## src/rtl/reg_file_2r1w_if.sv

```systemverilog
`default_nettype none
// =============================================================================
// Module   : reg_file_2r1w_if
// Desc     : Clear, write and dual read bundle for reg_file_2r1w.
// Revision : 1.0 - initial release
// =============================================================================
interface reg_file_2r1w_if #(
  parameter int DATA_W = 32,
  parameter int ADDR_W = 4
) ();
  logic                  clr_req;
  logic                  busy;
  logic                  wr_en;
  logic [ADDR_W-1:0]     wr_addr;
  logic [DATA_W/8-1:0]   wr_be;
  logic [DATA_W-1:0]     wr_data;
  logic                  wr_drop;
  logic                  rd_en_a;
  logic [ADDR_W-1:0]     rd_addr_a;
  logic [DATA_W-1:0]     rd_data_a;
  logic                  rd_valid_a;
  logic                  rd_en_b;
  logic [ADDR_W-1:0]     rd_addr_b;
  logic [DATA_W-1:0]     rd_data_b;
  logic                  rd_valid_b;

  modport master (
    output clr_req, wr_en, wr_addr, wr_be, wr_data,
    output rd_en_a, rd_addr_a, rd_en_b, rd_addr_b,
    input  busy, wr_drop, rd_data_a, rd_valid_a, rd_data_b, rd_valid_b
  );

  modport slave (
    input  clr_req, wr_en, wr_addr, wr_be, wr_data,
    input  rd_en_a, rd_addr_a, rd_en_b, rd_addr_b,
    output busy, wr_drop, rd_data_a, rd_valid_a, rd_data_b, rd_valid_b
  );
endinterface
`default_nettype wire

```

## src/rtl/reg_file_2r1w.sv

```systemverilog
`default_nettype none
// =============================================================================
// Module   : reg_file_2r1w
// Desc     : 2 registered read ports, 1 byte-enabled write port, clear sweep.
//            Define REGFILE_BYPASS_EN for write-first collisions (else read-first).
// Revision : 1.0 - initial release
// =============================================================================
module reg_file_2r1w #(
  parameter int DATA_W   = 32,
  parameter int ADDR_W   = 4,
  parameter int NUM_REGS = 16
) (
  input  wire logic        clk,
  input  wire logic        rst_n,
  reg_file_2r1w_if.slave   bus
);

  localparam int                c_BE_W     = DATA_W / 8;
  localparam logic [ADDR_W:0]   c_NUM_REGS = NUM_REGS[ADDR_W:0];
  localparam logic [ADDR_W-1:0] c_LAST_IDX = ADDR_W'(NUM_REGS - 1);

  typedef enum logic [0:0] {
    S_IDLE  = 1'b0,
    S_CLEAR = 1'b1
  } state_t;

  state_t              r_state;
  state_t              w_state_nxt;
  logic [ADDR_W-1:0]   r_clr_ptr;
  logic [ADDR_W-1:0]   w_clr_ptr_nxt;
  logic                w_clr_we;
  logic                w_wr_accept;
  logic                w_wr_in_range;
  logic                w_drop_nxt;
  logic                r_wr_drop;

  // No reset on the array so it maps onto distributed RAM.
  logic [DATA_W-1:0]   r_mem [NUM_REGS];

  assign w_wr_in_range = ({1'b0, bus.wr_addr} < c_NUM_REGS);

  always_ff @(posedge clk or negedge rst_n) begin
    if (!rst_n) begin
      r_state   <= S_CLEAR;
      r_clr_ptr <= '0;
    end else begin
      r_state   <= w_state_nxt;
      r_clr_ptr <= w_clr_ptr_nxt;
    end
  end

  always_comb begin
    w_state_nxt   = r_state;
    w_clr_ptr_nxt = r_clr_ptr;
    w_clr_we      = 1'b0;
    w_wr_accept   = 1'b0;
    w_drop_nxt    = 1'b0;
    case (r_state)
      S_IDLE: begin
        if (bus.clr_req) begin
          // Clear wins over a same-cycle write.
          w_state_nxt   = S_CLEAR;
          w_clr_ptr_nxt = '0;
          w_drop_nxt    = bus.wr_en;
        end else begin
          w_wr_accept = bus.wr_en && w_wr_in_range;
          w_drop_nxt  = bus.wr_en && !w_wr_in_range;
        end
      end
      S_CLEAR: begin
        w_clr_we      = 1'b1;
        w_drop_nxt    = bus.wr_en;
        w_clr_ptr_nxt = r_clr_ptr + ADDR_W'(1);
        if (r_clr_ptr == c_LAST_IDX) begin
          w_state_nxt   = S_IDLE;
          w_clr_ptr_nxt = '0;
        end
      end
      default: begin
        w_state_nxt   = S_CLEAR;
        w_clr_ptr_nxt = '0;
      end
    endcase
  end

  always_ff @(posedge clk or negedge rst_n) begin
    if (!rst_n) begin
      r_wr_drop <= 1'b0;
    end else begin
      r_wr_drop <= w_drop_nxt;
    end
  end

  always_ff @(posedge clk) begin
    if (w_clr_we) begin
      r_mem[r_clr_ptr] <= '0;
    end else if (w_wr_accept) begin
      for (int i = 0; i < c_BE_W; i++) begin
        if (bus.wr_be[i]) begin
          r_mem[bus.wr_addr][i*8 +: 8] <= bus.wr_data[i*8 +: 8];
        end
      end
    end
  end

`ifdef REGFILE_BYPASS_EN
  logic [DATA_W-1:0] w_wr_old;
  logic [DATA_W-1:0] w_wr_merged;

  assign w_wr_old = r_mem[bus.wr_addr];

  always_comb begin
    w_wr_merged = w_wr_old;
    for (int i = 0; i < c_BE_W; i++) begin
      if (bus.wr_be[i]) begin
        w_wr_merged[i*8 +: 8] = bus.wr_data[i*8 +: 8];
      end
    end
  end
`endif

  logic [1:0]          w_rd_en;
  logic [2*ADDR_W-1:0] w_rd_addr;
  logic [1:0]          w_rd_valid;
  logic [2*DATA_W-1:0] w_rd_data;

  assign w_rd_en   = {bus.rd_en_b, bus.rd_en_a};
  assign w_rd_addr = {bus.rd_addr_b, bus.rd_addr_a};

  generate
    for (genvar p = 0; p < 2; p++) begin : g_rd_port
      logic [ADDR_W-1:0] w_addr;
      logic              w_in_range;
      logic [DATA_W-1:0] w_word;
      logic              r_valid;
      logic [DATA_W-1:0] r_data;

      assign w_addr     = w_rd_addr[p*ADDR_W +: ADDR_W];
      assign w_in_range = ({1'b0, w_addr} < c_NUM_REGS);
`ifdef REGFILE_BYPASS_EN
      assign w_word = (w_wr_accept && (w_addr == bus.wr_addr)) ? w_wr_merged : r_mem[w_addr];
`else
      assign w_word = r_mem[w_addr];
`endif

      always_ff @(posedge clk or negedge rst_n) begin
        if (!rst_n) begin
          r_valid <= 1'b0;
          r_data  <= '0;
        end else if (r_state == S_CLEAR) begin
          r_valid <= 1'b0;
          r_data  <= '0;
        end else if (w_rd_en[p]) begin
          r_valid <= 1'b1;
          r_data  <= w_in_range ? w_word : '0;
        end else begin
          r_valid <= 1'b0;
        end
      end

      assign w_rd_valid[p]                 = r_valid;
      assign w_rd_data[p*DATA_W +: DATA_W] = r_data;
    end
  endgenerate

  assign bus.busy       = (r_state == S_CLEAR);
  assign bus.wr_drop    = r_wr_drop;
  assign bus.rd_valid_a = w_rd_valid[0];
  assign bus.rd_data_a  = w_rd_data[0 +: DATA_W];
  assign bus.rd_valid_b = w_rd_valid[1];
  assign bus.rd_data_b  = w_rd_data[DATA_W +: DATA_W];

endmodule
`default_nettype wire

```

## src/flat_wrapper.sv

```systemverilog
// flat-port wrapper written by rule: the top's interface ports become plain ports
module reg_file_2r1w_flat 
#(
  parameter int DATA_W   = 32,
  parameter int ADDR_W   = 4,
  parameter int NUM_REGS = 16
)
  (clk, rst_n, bus_clr_req, bus_wr_en, bus_wr_addr, bus_wr_be, bus_wr_data, bus_rd_en_a, bus_rd_addr_a, bus_rd_en_b, bus_rd_addr_b, bus_busy, bus_wr_drop, bus_rd_data_a, bus_rd_valid_a, bus_rd_data_b, bus_rd_valid_b);
  reg_file_2r1w_if #(.DATA_W(DATA_W), .ADDR_W(ADDR_W)) bus_i ();
  input  wire logic clk;
  input  wire logic rst_n;
  input wire logic [$bits(bus_i.clr_req)-1:0] bus_clr_req;
  input wire logic [$bits(bus_i.wr_en)-1:0] bus_wr_en;
  input wire logic [$bits(bus_i.wr_addr)-1:0] bus_wr_addr;
  input wire logic [$bits(bus_i.wr_be)-1:0] bus_wr_be;
  input wire logic [$bits(bus_i.wr_data)-1:0] bus_wr_data;
  input wire logic [$bits(bus_i.rd_en_a)-1:0] bus_rd_en_a;
  input wire logic [$bits(bus_i.rd_addr_a)-1:0] bus_rd_addr_a;
  input wire logic [$bits(bus_i.rd_en_b)-1:0] bus_rd_en_b;
  input wire logic [$bits(bus_i.rd_addr_b)-1:0] bus_rd_addr_b;
  output wire logic [$bits(bus_i.busy)-1:0] bus_busy;
  output wire logic [$bits(bus_i.wr_drop)-1:0] bus_wr_drop;
  output wire logic [$bits(bus_i.rd_data_a)-1:0] bus_rd_data_a;
  output wire logic [$bits(bus_i.rd_valid_a)-1:0] bus_rd_valid_a;
  output wire logic [$bits(bus_i.rd_data_b)-1:0] bus_rd_data_b;
  output wire logic [$bits(bus_i.rd_valid_b)-1:0] bus_rd_valid_b;
  assign bus_i.clr_req = bus_clr_req;
  assign bus_i.wr_en = bus_wr_en;
  assign bus_i.wr_addr = bus_wr_addr;
  assign bus_i.wr_be = bus_wr_be;
  assign bus_i.wr_data = bus_wr_data;
  assign bus_i.rd_en_a = bus_rd_en_a;
  assign bus_i.rd_addr_a = bus_rd_addr_a;
  assign bus_i.rd_en_b = bus_rd_en_b;
  assign bus_i.rd_addr_b = bus_rd_addr_b;
  assign bus_busy = bus_i.busy;
  assign bus_wr_drop = bus_i.wr_drop;
  assign bus_rd_data_a = bus_i.rd_data_a;
  assign bus_rd_valid_a = bus_i.rd_valid_a;
  assign bus_rd_data_b = bus_i.rd_data_b;
  assign bus_rd_valid_b = bus_i.rd_valid_b;
  reg_file_2r1w #(.DATA_W(DATA_W), .ADDR_W(ADDR_W), .NUM_REGS(NUM_REGS)) u_core (.clk(clk), .rst_n(rst_n), .bus(bus_i));
endmodule
```

## config.mk

```make
export PLATFORM = sky130hd
export DESIGN_NAME = reg_file_2r1w_flat
export DESIGN_NICKNAME = d
export VERILOG_FILES = /design/src/rtl/reg_file_2r1w_if.sv /design/src/rtl/reg_file_2r1w.sv /design/src/flat_wrapper.sv
export SDC_FILE = /design/constraint.sdc
export NUM_CORES = 1
export LEC_CHECK = 0
export CORE_MARGIN = 10
export CORE_UTILIZATION = 40
export DETAILED_ROUTE_END_ITERATION = 16
export HOLD_SLACK_MARGIN = 0.02
export RECOVER_POWER = 25
export SLEW_MARGIN = 20
export SYNTH_ARGS = -nofsm -noshare
export SYNTH_HDL_FRONTEND = slang
export SYNTH_SLANG_ARGS = --single-unit
```

## constraint.sdc

```tcl
create_clock -name clk -period 3.3 [get_ports clk]
set_clock_uncertainty 0.2 [all_clocks]
set_input_delay 0.66 -clock clk [delete_from_list [all_inputs] [get_ports clk]]
set_output_delay 0.66 -clock clk [all_outputs]
set_load 0.1 [all_outputs]
```

==> results.cfg <==
[sta]
fin_ws_ps = 17.5
fin_crit_ps = 3280
setup_viol = 0
period_share_pct = 99.5
slew_headroom_pct = -31.2
drv_slew = 14
final_hold_viol_count = 0
tightest_slew_ps = 1970
max_freq_mhz = 305
fin_tns_setup_ps = 0
grt_setup_unrepaired = no

[floorplan]
io_pins = 122
dieArea_um2 = 79200
num_rows = 95
coreArea_um2 = 67500
die_y_um = 281
die_w_um = 281
initial_utilization_pct = 40.5

[pwr]
switching_share_pct = 31.4
p_int_w = 0.0147
p_leak_nw = 12.5
p_per_area_nw_per_um2 = 669
comb_power_share_pct = 21.4
p_clk_share_pct = 31.7
seq_power_share_pct = 46.8
ir_drop_uv = 473
power_switching_w = 0.00675

[flow_run]
max_cap_violations = 1

[synth]
synthTopCellsByArea = edfxtp_1 56%, mux2i_1 19%, dfrtp_1 6.5%, a22oi_1 3.5%, nand3_1 3.5%
ys_ff_latch = 584
synth_cell_types = 32
synth_cells = 2048
synth_top_cell_by_area = edfxtp_1
synth_nets = 2103
synth_warnings = 0
synth-seq-area-share_pct = 62.8
avgSynthCellArea_um2 = 13.4
netlist.area_leader.share_pct = 56.2
netlist_area_um2 = 27300

[cts]
cts_buffers = 59
cts_tree = built
cts.htree.levels = 2
clk_pin_slew_ps = 60
root_buffer = clkbuf_16
cts_resized = 0
clockBufferDepth = 3
clk_latency_ps = 630
clock_sinks = 584

[setup_path]
crit_path_max_fanout = 16
rrSetupSlack_ps = 440
required_ps = 3480
critical_path_class = in -> reg
end_kind = flip-flop
startpoint = bus_wr_be[2]
worstPathArrival_ps = 3460
crit-reg2reg-launch = u_core.bus.busy
cp-start-kind = primary input

[min_path]
hp-class = reg -> reg
holdCritStartpoint = u_core.bus.rd_data_a[29]

[global_routing]
antenna_found_initial = 1
use_met1_pct = 29.1
grt_max_degree = 65
grt-ovfl-total = 0
use_met2_pct = 35.2
first_global_vias = 18800
grt-busiest-layer = met2
grt_usage_pct = 21.5
grt_first_pass_wirelength_mm = 127
grt_use_met3_pct = 3.32

[final_layout]
final_nets = 2291
antenna_cells = 0
syn2layout_area_growth_pct = 17.5
drive_gt1_share_pct = 12.1
final_util_pct = 47.6

[placement]
placement.io_buffers = 121
gp_congestion = 0.845
dp_hpwl_mm = 56.2
place_ws_ps = -612

[routing]
avgViaCountPerCell = 5.94
post_drt_wl_per_cell_um = 27.5
drt-total-wl_mm = 86.8
postRouteAntennaNets = 0
vias = 18800
drt_pass1_iterations = 5
drc = 0
drt_iter0_markers = 2017

[status]
violations = max-capacitance violations, max-slew violations
outcome = finished with violations
per-stage QoR:
step / std cells / area [um^2] / total power (W) / hold slack, ps
6_report: 3158 / 32100 / 0.0215 / 279
5_1_grt: 3158 / 32100 / 0.0223 / 308
3_5_place_dp: 3045 / 30500 / 0.0148 / 270
2_1_floorplan: 2048 / 27300 / 0.0128 / 164
4_1_cts: 3156 / 32500 / 0.0216 / 285
3_3_place_gp: 3045 / 30500 / 0.0147 / 269
synthesized netlist by cell type:
cell type	number
or3b_2	2
a41oi_1	1
or4_4	1
dfrtp_1	71
nand3b_1	2
buf_6	6
edfxtp_1	512
a21oi_1	132
a31oi_1	2
nand3_1	192
nand2_1	195
nor3_1	60
a22oi_1	129
o21ai_0	3
a22o_1	1
xor2_1	1
nor3_2	4
mux2i_4	7
nor2b_1	16
buf_1	13
and3_1	1
buf_2	47
mux2i_1	513
dfstp_2	1
and2_2	2
clkbuf_1	85
ha_1	1
and2_1	34
buf_12	1
nand2b_1	3
nor2_1	9
a31oi_4	1
timing repair:
item | in CTS | in global routing
hold buffers | 1 | 0
setup buffers | 0 | 2
hold endpoints to repair | 31 | 0
endpoints found under the setup margin | 0 | 8
cells in the final DEF (no fill, tap or decap), types with 3 or more instances in the layout:
cell,instances
nor2_4,4
nand2_1,195
clkbuf_16,61
nor3_1,60
dfrtp_1,71
clkinvlp_4,10
clkbuf_1,76
a22oi_1,129
nor2b_1,12
and2_1,26
buf_12,32
and2_0,9
nand3_1,192
clkinv_4,3
bufinv_16,6
clkinv_2,9
nor3_2,4
o21ai_0,3
a21oi_1,132
inv_6,3
clkdlybuf4s50_1,50
mux2i_1,513
nand2b_1,3
nor2_1,5
clkinv_1,11
nor2b_4,4
clkbuf_2,8
edfxtp_1,512
buf_4,114
mux2i_4,7
power by group through the flow:
stage	sequential (W)	clock [W]	combinational [W]
6_report	0.0101	0.00681	0.00460
5_1_grt	0.0101	0.00725	0.00487
4_1_cts	0.0100	0.00688	0.00463
3_5_place_dp	0.0102	0	0.00462
3_3_place_gp	0.0102	0	0.00451
2_1_floorplan	0.0105	0	0.00230
path summary, 6_finish.rpt:
path | endpoint | cells after the start
setup / recovery | u_core.r_mem[11][2] | 6
hold / removal | u_core.bus.rd_data_a[29] | 2
setup reg to reg | u_core.r_mem[15][31] | 7
hold reg to reg | u_core.bus.rd_data_a[29] | 2
max in group asynchronous | u_core.bus.rd_data_a[16] | 3
min in group asynchronous | u_core.bus.rd_data_b[2] | 2
area by class of cell:
cell class | count | area (um^2)
fillers | 5903 | 35400
flip-flops and latches | 584 | 17200
multi-input cells | 1312 | 9530
repair buffers | 279 | 2350
clock buffers | 68 | 1570
well taps | 873 | 1090
clock inverters | 42 | 394
routing by layer:
metal | vias up | share of wire, %
met3 | 145 | 7.0
met1 | 9563 | 43
met2 | 858 | 48
met5 | - | 0
li1 | 8195 | -
met4 | 0 | 2.7
critical path, cell delays in order:
cell and delay, ps:
clkdlybuf4s50_1 440, or4_4 620, and3_2 400, mux2i_4 890, nor3_1 210, buf_4 230
flip-flops by register name, indices dropped and copies added, names as in the netlist:
name,flops
u_core.bus.busy,1
u_core.bus.rd_data_b,32
u_core.bus.rd_valid_a,1
u_core.bus.wr_drop,1
u_core.r_clr_ptr,4
u_core.r_mem,512
u_core.bus.rd_valid_b,1
u_core.bus.rd_data_a,32
cell families after synthesis:
logic type / count (synthesis) / synth area share [%]
AOI/OAI and AO/OA: 269 / 6.20
xor gates and xnor gates: 1 / 0.0320
adders and majority gates: 1 / 0.0458
buffers and inverters: 152 / 2.53
DFF: 584 / 62.8
muxes: 520 / 19.4
and+or+nand+nor: 521 / 9.01
Note: power is estimated with default switching activity, not from simulation.
